### src/rtl/am29_bitslice_core.sv
// am29_bitslice_core: one 4-bit Am2901-style ALU slice plus one 4-bit
// Am2909/Am2911-style microprogram sequencer slice. The two halves share
// only clock and reset, and are cascaded externally through their carries.
module am29_bitslice_core #(
  parameter int AM2911_MODE = 0
) (
  input  logic       clock,
  input  logic       reset_n,
  input  logic [3:0] alu_din,
  input  logic [3:0] alu_a,
  input  logic [3:0] alu_b,
  input  logic [2:0] alu_src,
  input  logic [2:0] alu_op,
  input  logic [2:0] alu_dest,
  input  logic       alu_cin,
  output logic [3:0] alu_y,
  output logic       alu_cout,
  output logic       alu_f0,
  output logic       alu_f3,
  output logic       alu_ovr,
  input  logic [3:0] seq_din,
  input  logic [3:0] seq_rin,
  input  logic [3:0] seq_orin,
  input  logic       seq_s0,
  input  logic       seq_s1,
  input  logic       seq_zero,
  input  logic       seq_cin,
  input  logic       seq_re,
  input  logic       seq_fe,
  input  logic       seq_pup,
  output logic [3:0] seq_y,
  output logic       seq_cout
);

  localparam logic IS_2911 = (AM2911_MODE != 0);

  // ---------------- ALU slice ----------------
  logic [3:0] ram_q [16];
  logic [3:0] q_q, q_d;
  logic       ram_we_d;
  logic [3:0] ram_wdata_d;
  logic [3:0] a_val, b_val, r_val, s_val;
  logic [3:0] r_op, s_op, f_val;
  logic [4:0] sum_full;
  logic       arith;

  // Register file read ports and R/S operand selection
  always_comb begin
    a_val = ram_q[alu_a];
    b_val = ram_q[alu_b];
    r_val = '0;
    s_val = '0;
    case (alu_src)
      3'd0: begin r_val = a_val;   s_val = q_q;   end
      3'd1: begin r_val = a_val;   s_val = b_val; end
      3'd2: begin r_val = '0;      s_val = q_q;   end
      3'd3: begin r_val = '0;      s_val = b_val; end
      3'd4: begin r_val = '0;      s_val = a_val; end
      3'd5: begin r_val = alu_din; s_val = a_val; end
      3'd6: begin r_val = alu_din; s_val = q_q;   end
      default: begin r_val = alu_din; s_val = '0; end
    endcase
  end

  // ALU function; subtraction is done by inverting one operand into the adder
  always_comb begin
    r_op  = r_val;
    s_op  = s_val;
    f_val = '0;
    arith = 1'b0;
    case (alu_op)
      3'd0: arith = 1'b1;
      3'd1: begin r_op = ~r_val; arith = 1'b1; end
      3'd2: begin s_op = ~s_val; arith = 1'b1; end
      3'd3: f_val = r_val | s_val;
      3'd4: f_val = r_val & s_val;
      3'd5: f_val = ~r_val & s_val;
      3'd6: f_val = r_val ^ s_val;
      default: f_val = ~(r_val ^ s_val);
    endcase
    sum_full = {1'b0, r_op} + {1'b0, s_op} + {4'b0000, alu_cin};
    if (arith) begin
      f_val = sum_full[3:0];
    end
    alu_cout = arith & sum_full[4];
    // carry into bit 3 recovered from the sum bit and the two operand bits
    alu_ovr  = arith & ((sum_full[3] ^ r_op[3] ^ s_op[3]) ^ sum_full[4]);
  end

  assign alu_f0 = (f_val == 4'h0);
  assign alu_f3 = f_val[3];

  // Destination decode: Y source, RAM write data and Q next value
  always_comb begin
    q_d         = q_q;
    ram_we_d    = 1'b0;
    ram_wdata_d = f_val;
    alu_y       = f_val;
    case (alu_dest)
      3'd0: q_d = f_val;
      3'd2: begin ram_we_d = 1'b1; alu_y = a_val; end
      3'd3: ram_we_d = 1'b1;
      3'd4: begin
        ram_we_d    = 1'b1;
        ram_wdata_d = {1'b0, f_val[3:1]};
        q_d         = {1'b0, q_q[3:1]};
      end
      3'd5: begin
        ram_we_d    = 1'b1;
        ram_wdata_d = {1'b0, f_val[3:1]};
      end
      3'd6: begin
        ram_we_d    = 1'b1;
        ram_wdata_d = {f_val[2:0], 1'b0};
        q_d         = {q_q[2:0], 1'b0};
      end
      3'd7: begin
        ram_we_d    = 1'b1;
        ram_wdata_d = {f_val[2:0], 1'b0};
      end
      default: ;
    endcase
  end

  // ALU register file and Q register
  always_ff @(posedge clock or negedge reset_n) begin
    if (!reset_n) begin
      for (int i = 0; i < 16; i++) begin
        ram_q[i] <= '0;
      end
      q_q <= '0;
    end else begin
      q_q <= q_d;
      if (ram_we_d) begin
        ram_q[alu_b] <= ram_wdata_d;
      end
    end
  end

  // ---------------- Sequencer slice ----------------
  logic [3:0] upc_q, upc_d;
  logic [3:0] ar_q, ar_d;
  logic [1:0] sp_q, sp_d;
  logic [3:0] stack_q [4];
  logic       stack_we_d;
  logic [1:0] stack_waddr;
  logic [3:0] mux_val, or_val, incr;

  // Address source mux, OR/zero gating and incrementer
  always_comb begin
    case ({seq_s1, seq_s0})
      2'd0:    mux_val = upc_q;
      2'd1:    mux_val = ar_q;
      2'd2:    mux_val = stack_q[sp_q];
      default: mux_val = seq_din;
    endcase
    or_val = IS_2911 ? 4'h0 : seq_orin;
    seq_y  = (mux_val | or_val) & {4{seq_zero}};
    {seq_cout, incr} = {1'b0, seq_y} + {4'b0000, seq_cin};
  end

  // Next state for uPC, address register and stack pointer
  always_comb begin
    upc_d       = incr;
    ar_d        = ar_q;
    sp_d        = sp_q;
    stack_we_d  = 1'b0;
    stack_waddr = sp_q + 2'd1;
    if (!seq_re) begin
      ar_d = IS_2911 ? seq_din : seq_rin;
    end
    if (!seq_fe) begin
      if (seq_pup) begin
        sp_d       = sp_q + 2'd1;
        stack_we_d = 1'b1;
      end else begin
        sp_d = sp_q - 2'd1;
      end
    end
  end

  // Sequencer registers; a push stores the pre-edge uPC
  always_ff @(posedge clock or negedge reset_n) begin
    if (!reset_n) begin
      upc_q <= '0;
      ar_q  <= '0;
      sp_q  <= '0;
      for (int i = 0; i < 4; i++) begin
        stack_q[i] <= '0;
      end
    end else begin
      upc_q <= upc_d;
      ar_q  <= ar_d;
      sp_q  <= sp_d;
      if (stack_we_d) begin
        stack_q[stack_waddr] <= upc_q;
      end
    end
  end

endmodule

### config.mk
export PLATFORM = sky130hd
export DESIGN_NAME = am29_bitslice_core
export DESIGN_NICKNAME = d
export VERILOG_FILES = /design/src/rtl/am29_bitslice_core.sv
export SDC_FILE = /design/constraint.sdc
export NUM_CORES = 1
export LEC_CHECK = 0
export CELL_PAD_IN_SITES_DETAIL_PLACEMENT = 0
export CELL_PAD_IN_SITES_GLOBAL_PLACEMENT = 2
export CORE_MARGIN = 10
export CORE_UTILIZATION = 48
export CTS_BUF_LIST = sky130_fd_sc_hd__clkbuf_4 sky130_fd_sc_hd__clkbuf_8
export CTS_CLUSTER_SIZE = 20
export DETAILED_ROUTE_END_ITERATION = 10
export DONT_BUFFER_PORTS = 1
export GPL_ROUTABILITY_DRIVEN = 1
export PLACE_DENSITY = 0.87
export SETUP_SLACK_MARGIN = 0.2
export SLEW_MARGIN = 20
export SYNTH_ARGS = -nofsm -noshare
export SYNTH_HDL_FRONTEND = slang
export SYNTH_SLANG_ARGS = --single-unit
export TNS_END_PERCENT = 5
### constraint.sdc
create_clock -name clock -period 10.7 [get_ports clock]
set_input_delay 0.535 -clock clock [delete_from_list [all_inputs] [get_ports clock]]
set_output_delay 0.535 -clock clock [all_outputs]
set_load 0.02 [all_outputs]
* After elaboration in Yosys (flattened, before gate mapping)
Index checks and enable logic that the tools add are counted.
** Operators by class
- Add/sub/neg operators :: 5
- Eq/ne operators :: 20
- Bitwise logic cells :: 18
- Reductions and logical operators :: 17
- Multiplexer cells :: 30
- Order comparisons :: 6
** Operator list (count)
- $bwmux 64 :: 1
- $mux 4 :: 12
- $pmux 4 s3 :: 3
- $bmux 4 s4 :: 2
- $eq 3x3->1 const B :: 10
- $pmux 4 s5 :: 1
- $eq 3x2->1 const B :: 6
- $bwmux 16 :: 1
- $demux 4 s4 :: 1
- $pmux 4 s2 :: 2
- $and 4x4->4 :: 3
- $not 4->4 :: 3
- $ge 5x5->1 const B :: 2
- $not 4->5 :: 2
- $reduce_or 2->1 :: 5
- $logic_not 3->1 :: 3
- $reduce_or 3->1 :: 3
- $bmux 4 s2 :: 1
- $demux 4 s2 :: 1
- $or 4x4->4 :: 2
- $eq 3x1->1 const B :: 2
- $ge 3x3->1 const B :: 2
- $not 2->3 :: 2
- $reduce_or 6->1 :: 1
- other kinds (18) :: 25
** Word-level totals
- Output and inout port bits :: 13
- Bits of input ports :: 43
- Logic and storage cells :: 120
- Register bits after elaboration :: 94

* Logic depth before layout (Yosys ltp)
- Word-level depth :: 13
- Mapped depth :: 18
- Gate-level depth less buffers :: 15

* Worst setup path before layout
OpenSTA, ideal clock, no wires.
- Path kind :: input port to output port
- Start :: input alu_b[0]
- End :: output alu_f0
- Data arrival time :: 4079 ps
- Stages on the path :: 15
- Path buffers :: 2
- Slack :: 6086 ps
- Data required time :: 10165 ps
- Cell sequence :: buf_4 buf_6 mux4_2 a22oi_1 o2111ai_1 xor2_1 fa_1 inv_1 fa_1 xnor2_1 o21ai_0 nor2b_1 a31oi_1 inv_1 nor4_1
** On the way
- Word-level cells in the longest chain between the ends :: 11
- Elaborated cells on any way between the ends :: 17
- Those cells by class :: add/sub: 2; mux: 7; bitwise: 7; reduce/logical: 1
** Ends and longest elaborated chain
- start, declared :: line 11 : input logic [3:0] alu_b,
- $not 4->5 (implied by the code) (*) :: line 50 : b_val = ram_q[alu_b];
- $bmux 4 s4 (*) :: line 50
- $mux 4 (implied by the code) (*) (2 in series) :: line 50
- $pmux 4 s3 (*) :: line 53 : case (alu_src)
- $not 4->4 :: line 74 : 3'd2: begin s_op = ~s_val; arith = 1'b1; end
- $mux 4 :: line 71 : case (alu_op)
- $add 4x4->5 :: line 81 : sum_full = {1'b0, r_op} + {1'b0, s_op} + {4'b0000, alu_cin};
- $add 5x1->5 :: line 81
- $mux 4 (*) :: line 82 : if (arith) begin
- $logic_not 4->1 (*) :: line 90 : assign alu_f0 = (f_val == 4'h0);
- end, declared :: line 18 : output logic alu_f0,
Every way passes the cells marked *; elsewhere a longest branch is shown, timed or not. The select of a mux whose other input is x is not followed.

* Worst setup path after layout
- Start :: register ram_q[12] (netlist bit)
- End :: output alu_f0
** On the way
- Word-level cells in the longest chain between the ends :: 10
- Elaborated cells on any way between the ends :: 22
- Those cells by class :: add/sub: 2; mux: 12; bitwise: 7; reduce/logical: 1
** Ends and longest elaborated chain
- start, declared :: line 38 : logic [3:0] ram_q [16];
- start signal, assigned by index :: line 135 : ram_q[alu_b] <= ram_wdata_d;
- $bmux 4 s4, on equally long branches :: line 49, 50
- $mux 4, on equally long branches (2 in series) :: line 49, 50
- $pmux 4 s3 / $pmux 4 s2 (equally long branches) :: line 53
- $not 4->4, on equally long branches :: line 74, 73, 77
- $mux 4 :: line 71
- $add 4x4->5 :: line 81
- $add 5x1->5 :: line 81
- $mux 4 (*) :: line 82
- $logic_not 4->1 (*) :: line 90
Marked as above.

==> flow_metrics.py <==
metrics = {
    "outcome": {
        "outcome": "complete, no violations",
    },
    "yosys": {
        "async_reset_ff_share_pct": 100,
        "syn_area_um2": 6430,
        "syn-num-nets": 647,
        "synth_cells": 589,
        "synth.distinct_cells": 69,
        "synth.avg_cell_area_um2": 10.9,
        "synth_seq_area_share_pct": 36.6,
        "synth_edf_count": 0,
        "synth-seq-cells": 94,
        "synth_ff_type": "dfrtp_1",
        "yosysWarnings": 0,
    },
    "timing": {
        "hold_viol_final": 0,
        "tns_ns": 0,
        "fin_skew_ns": 0.0133,
        "worst_pin_slew_ns": 0.947,
        "rsz0062_at_grt": "false",
        "relSlewSlack_pct": 36.4,
        "fin_crit_sh_pct": 49.9,
        "setup_viol": 0,
        "period_needed_ns": 5.34,
        "fmax_mhz": 187,
        "slew_viol_final": 0,
        "setup_ws_ns": 5.36,
    },
    "pwr": {
        "peakVddDrop_uv": 158,
        "p_int_uw": 862,
        "power.leakage_nw": 2.86,
        "p_sw_uw": 509,
        "comb_power_share_pct": 39.1,
        "power_density_nw_per_um2": 204,
        "seqPwrFrac_pct": 43.8,
        "clockPowerShare_pct": 17.1,
        "p_sw_share_pct": 37.1,
        "p_total_mw": 1.37,
    },
    "route": {
        "via_count": 4806,
        "met2_wirelength_mm": 7.97,
        "detail-route-antenna-nets": 0,
        "drc": 0,
        "top_layer": "met4",
        "wl_mm": 17.8,
        "first_iter_violations": 490,
        "wl_met3_mm": 1.24,
        "vias_per_cell": 6.39,
        "drt-met1-wl_mm": 8.34,
        "first_pass_iters": 6,
        "post_drt_wl_per_cell_um": 23.7,
    },
    "worst_setup_path": {
        "rr_endpoint": "ram_q[15]",
        "criticalPathCategory": "register to primary output",
        "end_kind": "primary output",
        "path_max_fanout": 5,
        "startpoint": "ram_q[12]",
        "required_ns": 10.17,
        "cp-start-kind": "register",
        "rr_worst_depth": 13,
        "regToRegSetupSlack_ns": 6.28,
        "arrival_ns": 4.80,
        "r2r-start": "ram_q[12]",
        "setup.worst_path.end": "alu_f0",
    },
    "grt": {
        "grt_pass1_wl_mm": 28.8,
        "grt_max_degree": 95,
        "grt.total_usage_pct": 20.0,
        "grt_pass1_vias": 4923,
        "antenna_found_initial": 0,
        "grt_overflow": 0,
    },
    "clocking": {
        "hold_buffers": 1,
        "post_cts_resize_count": 0,
        "cts_max_path_buffers": 2,
        "htree_levels": 3,
        "clk_latency_ns": 0.38,
        "path_clk_slew_ns": 0.10,
        "clock_sinks": 94,
        "cts_tree": "yes",
        "root_buffer": "clkbuf_8",
        "cts_setup_buffers": 0,
        "cts_buffers": 9,
    },
    "layout": {
        "drive_gt1_share_pct": 22.7,
        "num-fill-cells": 1183,
        "multi_input_comb_area_um2": 3830,
        "nNetsFinal": 629,
        "regArea_um2": 2350,
        "antenna_cells": 0,
        "final_util_pct": 50.9,
        "syn2layout_area_growth_pct": 4.40,
    },
    "placed_design": {
        "portBuffers": 0,
        "gp_congestion": 0.897,
        "dp_slack_ns": 5.75,
        "hpwl_mm": 13.6,
    },
    "die": {
        "die_w_um": 136,
        "die_area_um2": 18400,
        "io_pins": 56,
        "placementRows": 42,
        "die_y_um": 136,
        "core-area_um2": 13200,
        "initial_core_util_pct": 48.8,
    },
    "flow_run": {
        "maxCapViolCount": 0,
    },
    "worst_hold_path": {
        "min_path_type": "primary input to async pin",
    },
}
[sequential cells by signal, summed over array words and instances, names as in the netlist]
name / flops
q_q: 4
upc_q: 4
stack_q: 16
ram_q: 64
sp_q: 2
ar_q: 4
[kinds of logic (layout without fill, tap and decap cells)]
family	Yosys count	count (layout)	synth area share (%)
AND/OR/NAND/NOR	167	167	12.6
multiplexers	132	132	27.6
AO/OA/AOI/OAI	110	110	13.2
flip-flops	94	94	36.6
buffers and inverters	53	40	4.20
XOR/XNOR	18	18	2.68
adder cells (fa/ha/maj)	15	15	3.15
[worst min-delay path by stage]
stage,start,to,slack [ns]
floorplan,reset_n,ar_q[0],0.24
global placement,reset_n,ram_q[24],0.25
detailed placement,reset_n,ram_q[60],0.25
CTS,reset_n,ram_q[12],0.06
global route,reset_n,sp_q[0],0.08
finish,reset_n,sp_q[0],0.04
[worst max-delay path: stages, from the launching register on]
cell and delay, ns:
dfrtp_1 0.42, mux4_2 0.47, mux2i_1 0.20, a21o_1 0.18, o2111ai_1 0.29, xor2_1 0.27
fa_1 0.23, inv_1 0.06, fa_1 0.44, xnor2_1 0.18, o21ai_0 0.23, nor2b_1 0.10
a31oi_1 0.44, inv_1 0.08, nor4_1 0.82
[stage by stage]
stage          area, um2  instances  hold slack, ns
3_3_place_gp        6470        735           0.247
3_5_place_dp        6470        735           0.247
4_1_cts             6690        752          0.0619
6_report            6710        752          0.0431
5_1_grt             6710        752          0.0778
2_1_floorplan       6430        589           0.239
[power by group through the flow]
stage	Combinational, mW	Sequential [mW]	Clock (mW)
final	0.536	0.600	0.235
after global routing	0.587	0.621	0.256
after CTS	0.532	0.599	0.244
after detailed placement	0.520	0.606	0
after global placement	0.509	0.597	0
after floorplan	0.446	0.556	0
[routing by layer]
| metal | vias up | GRT usage, % |
|---|---|---|
| met2 | 163 | 29.0 |
| met5 | - | 0 |
| li1 | 2188 | - |
| met3 | 21 | 4.93 |
| met1 | 2434 | 28.7 |
| met4 | 0 | 6.16 |
[layout by cell type (no fill, tap or decap), drive strengths merged, types with 9 or more instances in the layout]
cell type	instances
dfrtp	94
mux2	73
nand2	65
mux2i	30
mux4	29
inv	26
nor2	23
o21ai	18
nand3	16
o41ai	16
nor2b	13
ha	13
a22oi	12
and2	10
clkbuf	10
xor2	9
a21oi	9
[cells in the mapped netlist (2+ instances only)]
library cell / instances / area share (%)
o41ai_1: 16 / 2.2
a21o_1: 3 / 0.35
a311oi_1: 2 / 0.27
a21oi_1: 8 / 0.62
o2111ai_1: 2 / 0.27
nand3_1: 16 / 1.2
a41oi_1: 2 / 0.27
nand4_1: 7 / 0.68
xor2_1: 9 / 1.2
fa_1: 2 / 0.62
nand2b_1: 5 / 0.49
buf_2: 6 / 0.47
o211ai_1: 3 / 0.35
ha_1: 13 / 2.5
and3_1: 4 / 0.39
o21ai_0: 17 / 1.3
a211oi_1: 2 / 0.23
or2_2: 4 / 0.39
or3_1: 3 / 0.29
inv_1: 22 / 1.3
buf_6: 7 / 1.2
a22o_1: 6 / 0.82
mux2_2: 72 / 13
and2_1: 10 / 0.97
buf_4: 3 / 0.35
mux4_2: 29 / 10
nor3b_1: 3 / 0.35
a221o_1: 2 / 0.31
nor3_1: 8 / 0.62
clkbuf_1: 15 / 0.88
a31oi_1: 5 / 0.49
nor2_1: 23 / 1.3
o21a_1: 5 / 0.58
mux2i_1: 30 / 4.7
nor2b_1: 13 / 1.3
nand2_1: 65 / 3.8
dfrtp_1: 94 / 37
a41o_1: 2 / 0.31
xnor2_1: 8 / 1.1
nor4_1: 2 / 0.19
a22oi_1: 12 / 1.4
a31o_2: 2 / 0.27
[layout make-up]
type	instances	area share [%]
clock inverters	6	0.783
inverters	22	1.23
well taps	176	3.28
repair buffers	2	0.522
multi-input cells	442	57.1
flip-flops and latches	94	35.0
clock buffers	10	2.05
No activity file was read; power rests on OpenSTA's default activity.
